$ cat config.mk
export PLATFORM = sky130hd
export DESIGN_NAME = bus_hold_arbiter
export DESIGN_NICKNAME = d
export VERILOG_FILES = /design/src/rtl/bus_hold_arbiter.sv
export SDC_FILE = /design/constraint.sdc
export NUM_CORES = 1
export LEC_CHECK = 0
export BUFFER_PORTS_ARGS = -buffer_cell sky130_fd_sc_hd__buf_4
export CORE_AREA = 3 3 40 42
export DETAILED_ROUTE_END_ITERATION = 6
export DIE_AREA = 0 0 43 45
export MAX_ROUTING_LAYER = met4
export PLACE_DENSITY_LB_ADDON = 0.3
export REMOVE_ABC_BUFFERS = 1
export SKIP_CTS_REPAIR_TIMING = 1
export SKIP_LAST_GASP = 1
export SLEW_MARGIN = 20
export SYNTH_ARGS = -nofsm -noshare
export SYNTH_HDL_FRONTEND = slang
export SYNTH_SLANG_ARGS = --single-unit
$ cat constraint.sdc
create_clock -name CLK -period 1.37 [get_ports CLK]
set_clock_uncertainty 0.2 [all_clocks]
set_input_delay 0.137 -clock CLK [delete_from_list [all_inputs] [get_ports CLK]]
set_output_delay 0.137 -clock CLK [all_outputs]
set_load 0.005 [all_outputs]
$ cat src/rtl/bus_hold_arbiter.sv
// Round-robin HOLD/HLDA bus arbiter sharing the 8088 local bus between the CPU and NREQ masters.
// Optional grant-length limit enabled by defining TENURE_LIMIT_EN.
module bus_hold_arbiter #(
  parameter int unsigned NREQ       = 2,
  parameter int unsigned MAX_TENURE = 64,
  localparam int unsigned ID_W      = (NREQ > 1) ? $clog2(NREQ) : 1
) (
  input  logic            CLK,
  input  logic            RESET,
  input  logic [NREQ-1:0] REQ,
  input  logic            HLDA,
  output logic            HOLD,
  output logic [NREQ-1:0] GNT,
  output logic [ID_W-1:0] GNT_ID,
  output logic            ERR
);

  if (NREQ < 2 || NREQ > 8 || MAX_TENURE < 2) begin : g_param_check
    $error("bus_hold_arbiter: NREQ must be 2..8 and MAX_TENURE >= 2");
  end

  typedef enum logic [2:0] {
    IDLE,
    WAIT_ACK,
    GRANT,
    GAP,
    WAIT_REL
  } state_t;

  state_t          state_q, state_d;
  logic            hold_q, hold_d;
  logic [NREQ-1:0] gnt_q, gnt_d;
  logic [ID_W-1:0] gnt_id_q, gnt_id_d;
  logic            err_q, err_d;
  logic [ID_W-1:0] ptr_q, ptr_d;

  logic            found;
  logic [ID_W-1:0] win;
  logic [ID_W-1:0] ptr_nxt;
  logic            take_grant;
  logic            own_req;
  logic            other_req;
  int unsigned     idx;

`ifdef TENURE_LIMIT_EN
  localparam int unsigned CNT_W = $clog2(MAX_TENURE + 1);
  localparam logic [CNT_W-1:0] LIMIT = CNT_W'(MAX_TENURE - 1);
  logic [CNT_W-1:0] tenure_q, tenure_d;
`endif

  // Round-robin search: first set request at or after the pointer, wrapping.
  always_comb begin
    found = 1'b0;
    win   = '0;
    idx   = 0;
    for (int unsigned i = 0; i < NREQ; i++) begin
      idx = (32'(ptr_q) + i) % NREQ;
      if (!found && REQ[idx]) begin
        found = 1'b1;
        win   = ID_W'(idx);
      end
    end
    ptr_nxt = (32'(win) == NREQ - 1) ? '0 : win + ID_W'(1);
  end

  assign own_req   = |(REQ & gnt_q);
  assign other_req = |(REQ & ~gnt_q);

  always_comb begin
    state_d    = state_q;
    hold_d     = hold_q;
    gnt_d      = gnt_q;
    gnt_id_d   = gnt_id_q;
    err_d      = err_q;
    ptr_d      = ptr_q;
    take_grant = 1'b0;

    unique case (state_q)
      IDLE: begin
        if (|REQ) begin
          state_d = WAIT_ACK;
          hold_d  = 1'b1;
        end
      end
      WAIT_ACK: begin
        if (HLDA) begin
          if (found) begin
            take_grant = 1'b1;
          end else begin
            state_d = WAIT_REL;
            hold_d  = 1'b0;
          end
        end
      end
      GRANT: begin
        if (!HLDA) begin
          err_d   = 1'b1;
          gnt_d   = '0;
          hold_d  = 1'b0;
          state_d = WAIT_REL;
        end else if (!own_req) begin
          gnt_d = '0;
          if (other_req) begin
            state_d = GAP;
          end else begin
            state_d = WAIT_REL;
            hold_d  = 1'b0;
          end
        end
`ifdef TENURE_LIMIT_EN
        else if (tenure_q == LIMIT && other_req) begin
          gnt_d   = '0;
          state_d = GAP;
        end
`endif
      end
      GAP: begin
        if (!HLDA) begin
          err_d   = 1'b1;
          gnt_d   = '0;
          hold_d  = 1'b0;
          state_d = WAIT_REL;
        end else if (found) begin
          take_grant = 1'b1;
        end else begin
          state_d = WAIT_REL;
          hold_d  = 1'b0;
        end
      end
      WAIT_REL: begin
        hold_d = 1'b0;
        if (!HLDA) state_d = IDLE;
      end
      default: begin
        state_d = IDLE;
        hold_d  = 1'b0;
        gnt_d   = '0;
      end
    endcase

    if (take_grant) begin
      state_d     = GRANT;
      gnt_d       = '0;
      gnt_d[win]  = 1'b1;
      gnt_id_d    = win;
      ptr_d       = ptr_nxt;
    end
  end

`ifdef TENURE_LIMIT_EN
  // Counter saturates at the limit so a lone master keeps the bus indefinitely.
  always_comb begin
    tenure_d = tenure_q;
    if (take_grant) begin
      tenure_d = '0;
    end else if (state_q == GRANT && tenure_q != LIMIT) begin
      tenure_d = tenure_q + CNT_W'(1);
    end
  end

  always_ff @(posedge CLK) begin
    if (RESET) tenure_q <= '0;
    else       tenure_q <= tenure_d;
  end
`endif

  always_ff @(posedge CLK) begin
    if (RESET) begin
      state_q  <= IDLE;
      hold_q   <= 1'b0;
      gnt_q    <= '0;
      gnt_id_q <= '0;
      err_q    <= 1'b0;
      ptr_q    <= '0;
    end else begin
      state_q  <= state_d;
      hold_q   <= hold_d;
      gnt_q    <= gnt_d;
      gnt_id_q <= gnt_id_d;
      err_q    <= err_d;
      ptr_q    <= ptr_d;
    end
  end

  assign HOLD   = hold_q;
  assign GNT    = gnt_q;
  assign GNT_ID = gnt_id_q;
  assign ERR    = err_q;

endmodule

Word level (Yosys, flattened, before mapping)
Cells that the tools add are included.

Register bits: 9. Output and inout port bits: 5. Bits of input ports: 5. Word-level logic and storage cells: 85.

Bitwise gates (word level): 4. Muxes and demuxes: 37. $lt $le $gt $ge: 4. Reductions and logical operators: 16. Add/subtract/negate cells: 2. Equal/unequal tests: 15.

Operators by type and width (count): $mux W3 (8); $mux W1 (20); $ne A3 B3 Y1 const B (6); $pmux W3 S5 (1); $reduce_and A4 Y1 (3); $reduce_or A2 Y1 (6); $mux W2 (5); $eq A3 B2 Y1 const B (2); $lt A1 B2 Y1 const B (3); $ne A2 B2 Y1 const B (3); $pmux W2 S3 (1); $and A2 B2 Y2 (2); $ne A4 B4 Y1 const B (1); $pmux W1 S4 (1); $eq A3 B1 Y1 const B (1); $eq A3 B3 Y1 const B (1); $logic_not A3 Y1 (1); $reduce_and A3 Y1 (1); $reduce_or A3 Y1 (1); $add A1 B1 Y1 const B (2); $logic_and A1 B1 Y1 (2); $ne A2 B1 Y1 const B (1); $not A2 Y2 (1); $reduce_and A2 Y1 (1); other kinds (4) (4).

Longest topological paths before layout
Gate-level depths: netlist of run 1.

Word-level depth: 11. Mapped depth: 5. Gate-level depth less buffers: 4.

Worst setup path after synthesis of run 1
OpenSTA, ideal clock, no wires.

Path type: reg2reg. Start: register state_q[0]. End: register gnt_id_q (netlist: GNT_ID). Data required time: 1.043 ns. Period minus slack after synthesis: 1.411 ns. Setup slack: -0.041 ns. Buffers on the path: 1. Data arrival time: 1.084 ns. Setup time: 0.127 ns. Cell stages (with the launch flop): 6. Path through: dfxtp_1 > buf_4 > nand2_2 > or3_4 > a21oi_1 > nor2_1.

Word-level cells in the longest chain between the ends: 3. Elaborated cells between the ends (all ways): 4. Those cells by class: 2 x eq/ne; 1 x mux; 1 x reduce/logical.

RTL lines: from (decl) (RTL line 30) `state_t state_q, state_d;`; from (signal assigned) (RTL line 176) `state_q <= state_d;`; $eq A3 B2 Y1 / $eq A3 B1 Y1 (equally long branches) (RTL line 78) `unique case (state_q)`; $reduce_or A2 Y1 (no source line) *; $mux W1 *; to (signal assigned) (RTL line 179) `gnt_id_q <= gnt_id_d;`; to (decl) (RTL line 33) `logic [ID_W-1:0] gnt_id_q, gnt_id_d;`.

Every way passes the cells marked *; elsewhere a longest branch is shown, timed or not. A chain may end at the register's enable or synchronous reset.

Worst setup path after layout of run 1
Start: register state_q[2]. End: register ptr_q.

Word-level cells in the longest chain between the ends: 3. Elaborated cells between the ends (all ways): 4. Those cells by class: 2 x eq/ne; 1 x mux; 1 x reduce/logical.

RTL lines: $eq A3 B2 Y1 / $eq A3 B1 Y1 (equally long branches) (RTL line 78); $reduce_or A2 Y1 (no source line) *; $mux W1 *; to (signal assigned) (RTL line 181) `ptr_q <= ptr_d;`; to (decl) (RTL line 35) `logic [ID_W-1:0] ptr_q, ptr_d;`.

Marks and branches as above.

==> results of run 1 <==
## layout make-up
type                       instances  area, um^2
multi-input combinational         37         275
tap                               15        18.8
timing repair buffer              16         124
fill                             125         628
clock buffer                       4        26.3
sequential                         9         186
inverter                           7        26.3
## per-layer routing
layer / GRT usage (%) / wire length (um) / up-vias / share of wire, %
li1: - / - / 237 / -
met2: 18.0 / 525 / 15 / 45
met4: 7.23 / 13 / 0 / 1.1
met5: - / 0 / - / 0
met3: 5.58 / 86 / 2 / 7.4
met1: 15.8 / 543 / 199 / 46
## layout by cell type (no fill, tap or decap), types with 2 or more instances in the layout
| master | count |
|---|---|
| nand3_1 | 2 |
| nor2_1 | 6 |
| dfxtp_1 | 6 |
| clkbuf_4 | 3 |
| dfxtp_2 | 2 |
| buf_4 | 15 |
| o21ai_0 | 3 |
| nand4b_1 | 2 |
| a21oi_1 | 4 |
| inv_1 | 7 |
| a211oi_2 | 2 |
## logic make-up (layout without fill, tap and decap cells)
logic type / count (synthesis) / count (layout) / share of synthesized area (%)
buffers and inverters: 9 / 27 / 7.73
AOI/OAI and AO/OA: 20 / 20 / 34.3
and+or+nand+nor: 17 / 17 / 20.9
DFF: 9 / 9 / 37.1
## worst paths after layout
check | slack [ns] | from | cells after the start | to
setup reg to reg | 0.002 | state_q[2] | 4 | ptr_q
setup / recovery | 0.002 | state_q[2] | 4 | ptr_q
hold / removal | -0.10 | RESET | 2 | GNT[1]
hold reg to reg | 0.28 | ERR | 2 | ERR
## synth_stat cells (2+ instances only)
| library cell | instances |
|---|---|
| dfxtp_1 | 9 |
| nand3_1 | 2 |
| a211oi_2 | 2 |
| nor2_1 | 6 |
| nand4b_1 | 2 |
| inv_1 | 7 |
| o21ai_0 | 5 |
| a21oi_1 | 5 |
## sequential cells by signal (all words and copies together) (netlist names)
register / count
ERR: 1
GNT: 2
GNT_ID: 1
HOLD: 1
ptr_q: 1
state_q: 3
## per-stage QoR
step           TNS [ns]  hold slack [ns]
2_1_floorplan    -0.276          0.00165
3_3_place_gp    -0.0295            0.173
3_5_place_dp    -0.0569            0.177
4_1_cts          -0.147           -0.101
5_1_grt          -0.124          -0.0877
6_report              0           -0.103
## critical path, cell delays in order, from the launching register on
cell and delay [ns]:
dfxtp_2 0.33, buf_6 0.13, a2111oi_4 0.37, buf_4 0.18
a211oi_2 0.04
## power groups by stage
| stage | sequential [mW] | combinational, mW | clock, mW |
|---|---|---|---|
| 2_1_floorplan | 0.324 | 0.0975 | 0 |
| 3_3_place_gp | 0.317 | 0.186 | 0 |
| 3_5_place_dp | 0.317 | 0.186 | 0 |
| 4_1_cts | 0.311 | 0.187 | 0.214 |
| 5_1_grt | 0.321 | 0.217 | 0.230 |
| 6_report | 0.317 | 0.198 | 0.211 |
==> results.json, run 1 <==
{
  "htree_levels": 1,
  "crit_fanout": 4,
  "finalCritPeriodShare_pct": 99.9,
  "syn_avg_cell_area_um2": 8.83,
  "yosysSeqAreaShare_pct": 37.1,
  "worstSetupPathType": "reg -> reg",
  "clk_latency_ns": 0.27,
  "power_switching_uw": 216,
  "final_max_slew_viol_count": 0,
  "synthTopCellsByArea": "dfxtp_1 37%, a2111oi_4 5.7%, inv_1 5.4%",
  "synth-edff-count": 0,
  "die_w_um": 43,
  "synthCells": 55,
  "antennaDiodeCount": 0,
  "syn_area_um2": 485,
  "power_frac_seq_pct": 43.6,
  "dp_slack_ns": -0.0352,
  "grt_pass1_vias": 426,
  "drt-vias-per-instance": 5.15,
  "status": "finished, violations left",
  "synthToLayoutAreaGrowth_pct": 35.3,
  "drive_above_1_share_pct": 42.5,
  "drtIter0Drc": 16,
  "yosysTopAreaCellShare_pct": 37.1,
  "first_pass_iters": 4,
  "die_area_um2": 1940,
  "root_buffer": "clkbuf_4",
  "critPathCaptureType": "flip-flop",
  "cts_made_buffers": 3,
  "yosys_warnings": 0,
  "power_uw": 726,
  "clkPwrFrac_pct": 29.1,
  "cts.sinks": 9,
  "drc_errors": 0,
  "antenna_found_initial": 0,
  "slew_headroom_pct": 75.0,
  "place.gp.congestion": 0.840,
  "clockBufferDepth": 2,
  "start_kind": "flip-flop",
  "finalCriticalPeriod_ns": 1.37,
  "clock.fmax_mhz": 731,
  "core_area_um2": 1280,
  "hold_viol_final": 6,
  "antenna_left": 0,
  "start_util_pct": 37.8,
  "crit_required_ns": 1.32,
  "p_comb_share_pct": 27.3,
  "hold_class": "in -> reg",
  "leakage_nw": 0.279,
  "p_int_uw": 510,
  "synth_top_area_cell": "dfxtp_1",
  "tightestPinTransition_ns": 0.375,
  "ys_types": 25,
  "rows": 13,
  "placedCellCount": 82,
  "hold_slack_ns": -0.103,
  "rsz0062_at_grt": "yes",
  "maxCapViolCount": 0,
  "setup_viol": 0,
  "grt_max_degree": 9,
  "synthFlopType": "dfxtp_1",
  "postPlaceCellArea_um2": 598,
  "final_cells": 88,
  "wl_per_cell_um": 13.3,
  "post-dp-hpwl_um": 774,
  "die_y_um": 45,
  "violations": "negative hold slack",
  "ios": 10,
  "portBuffers": 9,
  "vias": 453,
  "gr-total-overflow": 0,
  "post-route-util_pct": 51.1,
  "switching_share_pct": 29.8,
  "setup_ws_ns": 0.00177,
  "peakVddDrop_mv": 0.478,
  "final_area_um2": 657,
  "cts_tree": "yes",
  "wl_um": 1170,
  "worstPathArrival_ns": 1.31,
  "layout.nets": 79,
  "synth_seq_cells": 9,
  "power_density_nw_per_um2": 1110,
  "cts.clk_slew.worst_paths_ns": 0.07,
  "grtUsageTotal_pct": 13.0,
  "grt_pass1_wl_um": 1790,
  "postSynth.asyncResetShare_pct": 0
}
No activity file was read; power rests on OpenSTA's default activity.
==> run 2: changes to the inputs <==
--- a/config.mk
+++ b/config.mk
@@ -6,9 +6,11 @@
 export NUM_CORES = 1
 export LEC_CHECK = 0
 export BUFFER_PORTS_ARGS = -buffer_cell sky130_fd_sc_hd__buf_4
-export CORE_AREA = 3 3 40 42
+export CELL_PAD_IN_SITES_DETAIL_PLACEMENT = 0
+export CELL_PAD_IN_SITES_GLOBAL_PLACEMENT = 1
+export CORE_MARGIN = 3
+export CORE_UTILIZATION = 33
 export DETAILED_ROUTE_END_ITERATION = 6
-export DIE_AREA = 0 0 43 45
 export MAX_ROUTING_LAYER = met4
 export PLACE_DENSITY_LB_ADDON = 0.3
 export REMOVE_ABC_BUFFERS = 1
==> results.json, run 2 (same netlist as run 1, synthesis figures left out) <==
{
  "final_cells": 91,
  "die_area_um2": 1970,
  "clkPwrFrac_pct": 28.2,
  "layout.nets": 82,
  "finalCriticalPeriod_ns": 1.38,
  "peakVddDrop_mv": 0.425,
  "antennaDiodeCount": 0,
  "root_buffer": "clkbuf_4",
  "clk_latency_ns": 0.27,
  "grt_max_degree": 9,
  "drt-vias-per-instance": 5.31,
  "setup_viol": 1,
  "switching_share_pct": 30.4,
  "die_y_um": 44.4,
  "rrSetupSlack_ns": -0.005,
  "slew_headroom_pct": 78.4,
  "path_buf_inv": 0,
  "hold_viol_final": 0,
  "post-dp-hpwl_um": 788,
  "rows": 13,
  "finalCritPeriodShare_pct": 100,
  "clock.fmax_mhz": 727,
  "wl_um": 1170,
  "grtUsageTotal_pct": 13.9,
  "clockBufferDepth": 2,
  "drtIter0Drc": 18,
  "cts.sinks": 9,
  "p_int_uw": 531,
  "largest_register_ffs": 3,
  "p_comb_share_pct": 29.8,
  "final_cell_mix": "18 x buf_4, 7 x dfxtp_1, 7 x inv_1",
  "worstSetupPathType": "reg -> reg",
  "die_w_um": 44.4,
  "worstPathArrival_ns": 1.33,
  "grt_pass1_vias": 436,
  "critical_path_depth": 4,
  "htree_levels": 1,
  "portBuffers": 9,
  "regMostFlops": "state_q",
  "path_cells": "nand2_4, or3_4, nand4b_1, a21oi_2",
  "grt_pass1_wl_um": 1890,
  "ios": 10,
  "antenna_left": 0,
  "core_area_um2": 1330,
  "antenna_found_initial": 0,
  "whs_path_depth": 4,
  "status": "finished, violations left",
  "final_max_slew_viol_count": 0,
  "vias": 483,
  "power_density_nw_per_um2": 1100,
  "power_frac_seq_pct": 42.0,
  "synthToLayoutAreaGrowth_pct": 42.8,
  "cts_made_buffers": 3,
  "gr-total-overflow": 0,
  "slowest_stage": "or3_4",
  "tightestPinTransition_ns": 0.323,
  "hold_class": "in -> reg",
  "violations": "negative setup slack",
  "maxCapViolCount": 0,
  "crit_required_ns": 1.33,
  "place.gp.congestion": 0.796,
  "power_uw": 764,
  "final_common_cell": "buf_4",
  "cts_tree": "yes",
  "wl_per_cell_um": 12.8,
  "r2r_cells": 4,
  "leakage_nw": 0.301,
  "hold_slack_ns": 0.0106,
  "crit_fanout": 5,
  "slowest_delay_ns": 0.42,
  "cts.clk_slew.worst_paths_ns": 0.06,
  "setup_ws_ns": -0.00544,
  "critical-path-top-delay-family": "simple AND/OR/NAND/NOR gates",
  "power_switching_uw": 232,
  "drive_above_1_share_pct": 46.1,
  "start_kind": "flip-flop",
  "drc_errors": 0,
  "first_pass_iters": 4,
  "critPathCaptureType": "flip-flop",
  "start_util_pct": 36.4,
  "rsz0062_at_grt": "yes",
  "placedCellCount": 85
}
## run 2: tightest hold or removal path, stage by stage
cell     delay [ns]
buf_4          0.13
nor2_1         0.05
nand3_1        0.07
o21ai_1        0.05
## run 2: worst paths after layout
path	start	end
worst max-delay path	state_q[0]	GNT[1]
worst min-delay path	HLDA	state_q[0]
worst max register to register	state_q[0]	GNT[1]
worst min register to register	ERR	ERR
## run 2: power groups by stage
stage,sequential (mW),combinational [mW],clock (mW)
after floorplan,0.324,0.0975,0
after global placement,0.319,0.207,0
after detailed placement,0.320,0.204,0
after CTS,0.314,0.205,0.222
after global routing,0.326,0.251,0.227
final,0.320,0.228,0.216
## run 2: cell type report
cell class | instances | area [um^2]
clock buffers | 4 | 26.3
multi-input cells | 37 | 292
repair buffers | 19 | 145
fillers | 139 | 641
well taps | 15 | 18.8
inverters | 7 | 26.3
flip-flops and latches | 9 | 185
## run 2: layer usage
| layer | up-vias | track usage (%) | routed length [um] |
|---|---|---|---|
| met5 | - | - | 0 |
| met4 | 0 | 10.8 | 38 |
| met3 | 5 | 2.85 | 72 |
| met2 | 16 | 19.2 | 516 |
| met1 | 219 | 17.2 | 542 |
| li1 | 243 | - | - |
## run 2: metrics by stage
step	setup slack (ns)	instance area, um^2	setup TNS (ns)	utilization (%)
after floorplan	-0.0946	474	-0.276	-
after global placement	-0.0245	621	-0.0498	46.5
after detailed placement	-0.0582	621	-0.184	46.5
after CTS	-0.0778	647	-0.319	48.5
after global routing	-0.0532	693	-0.141	52.0
final	-0.00544	693	-0.00544	52.0
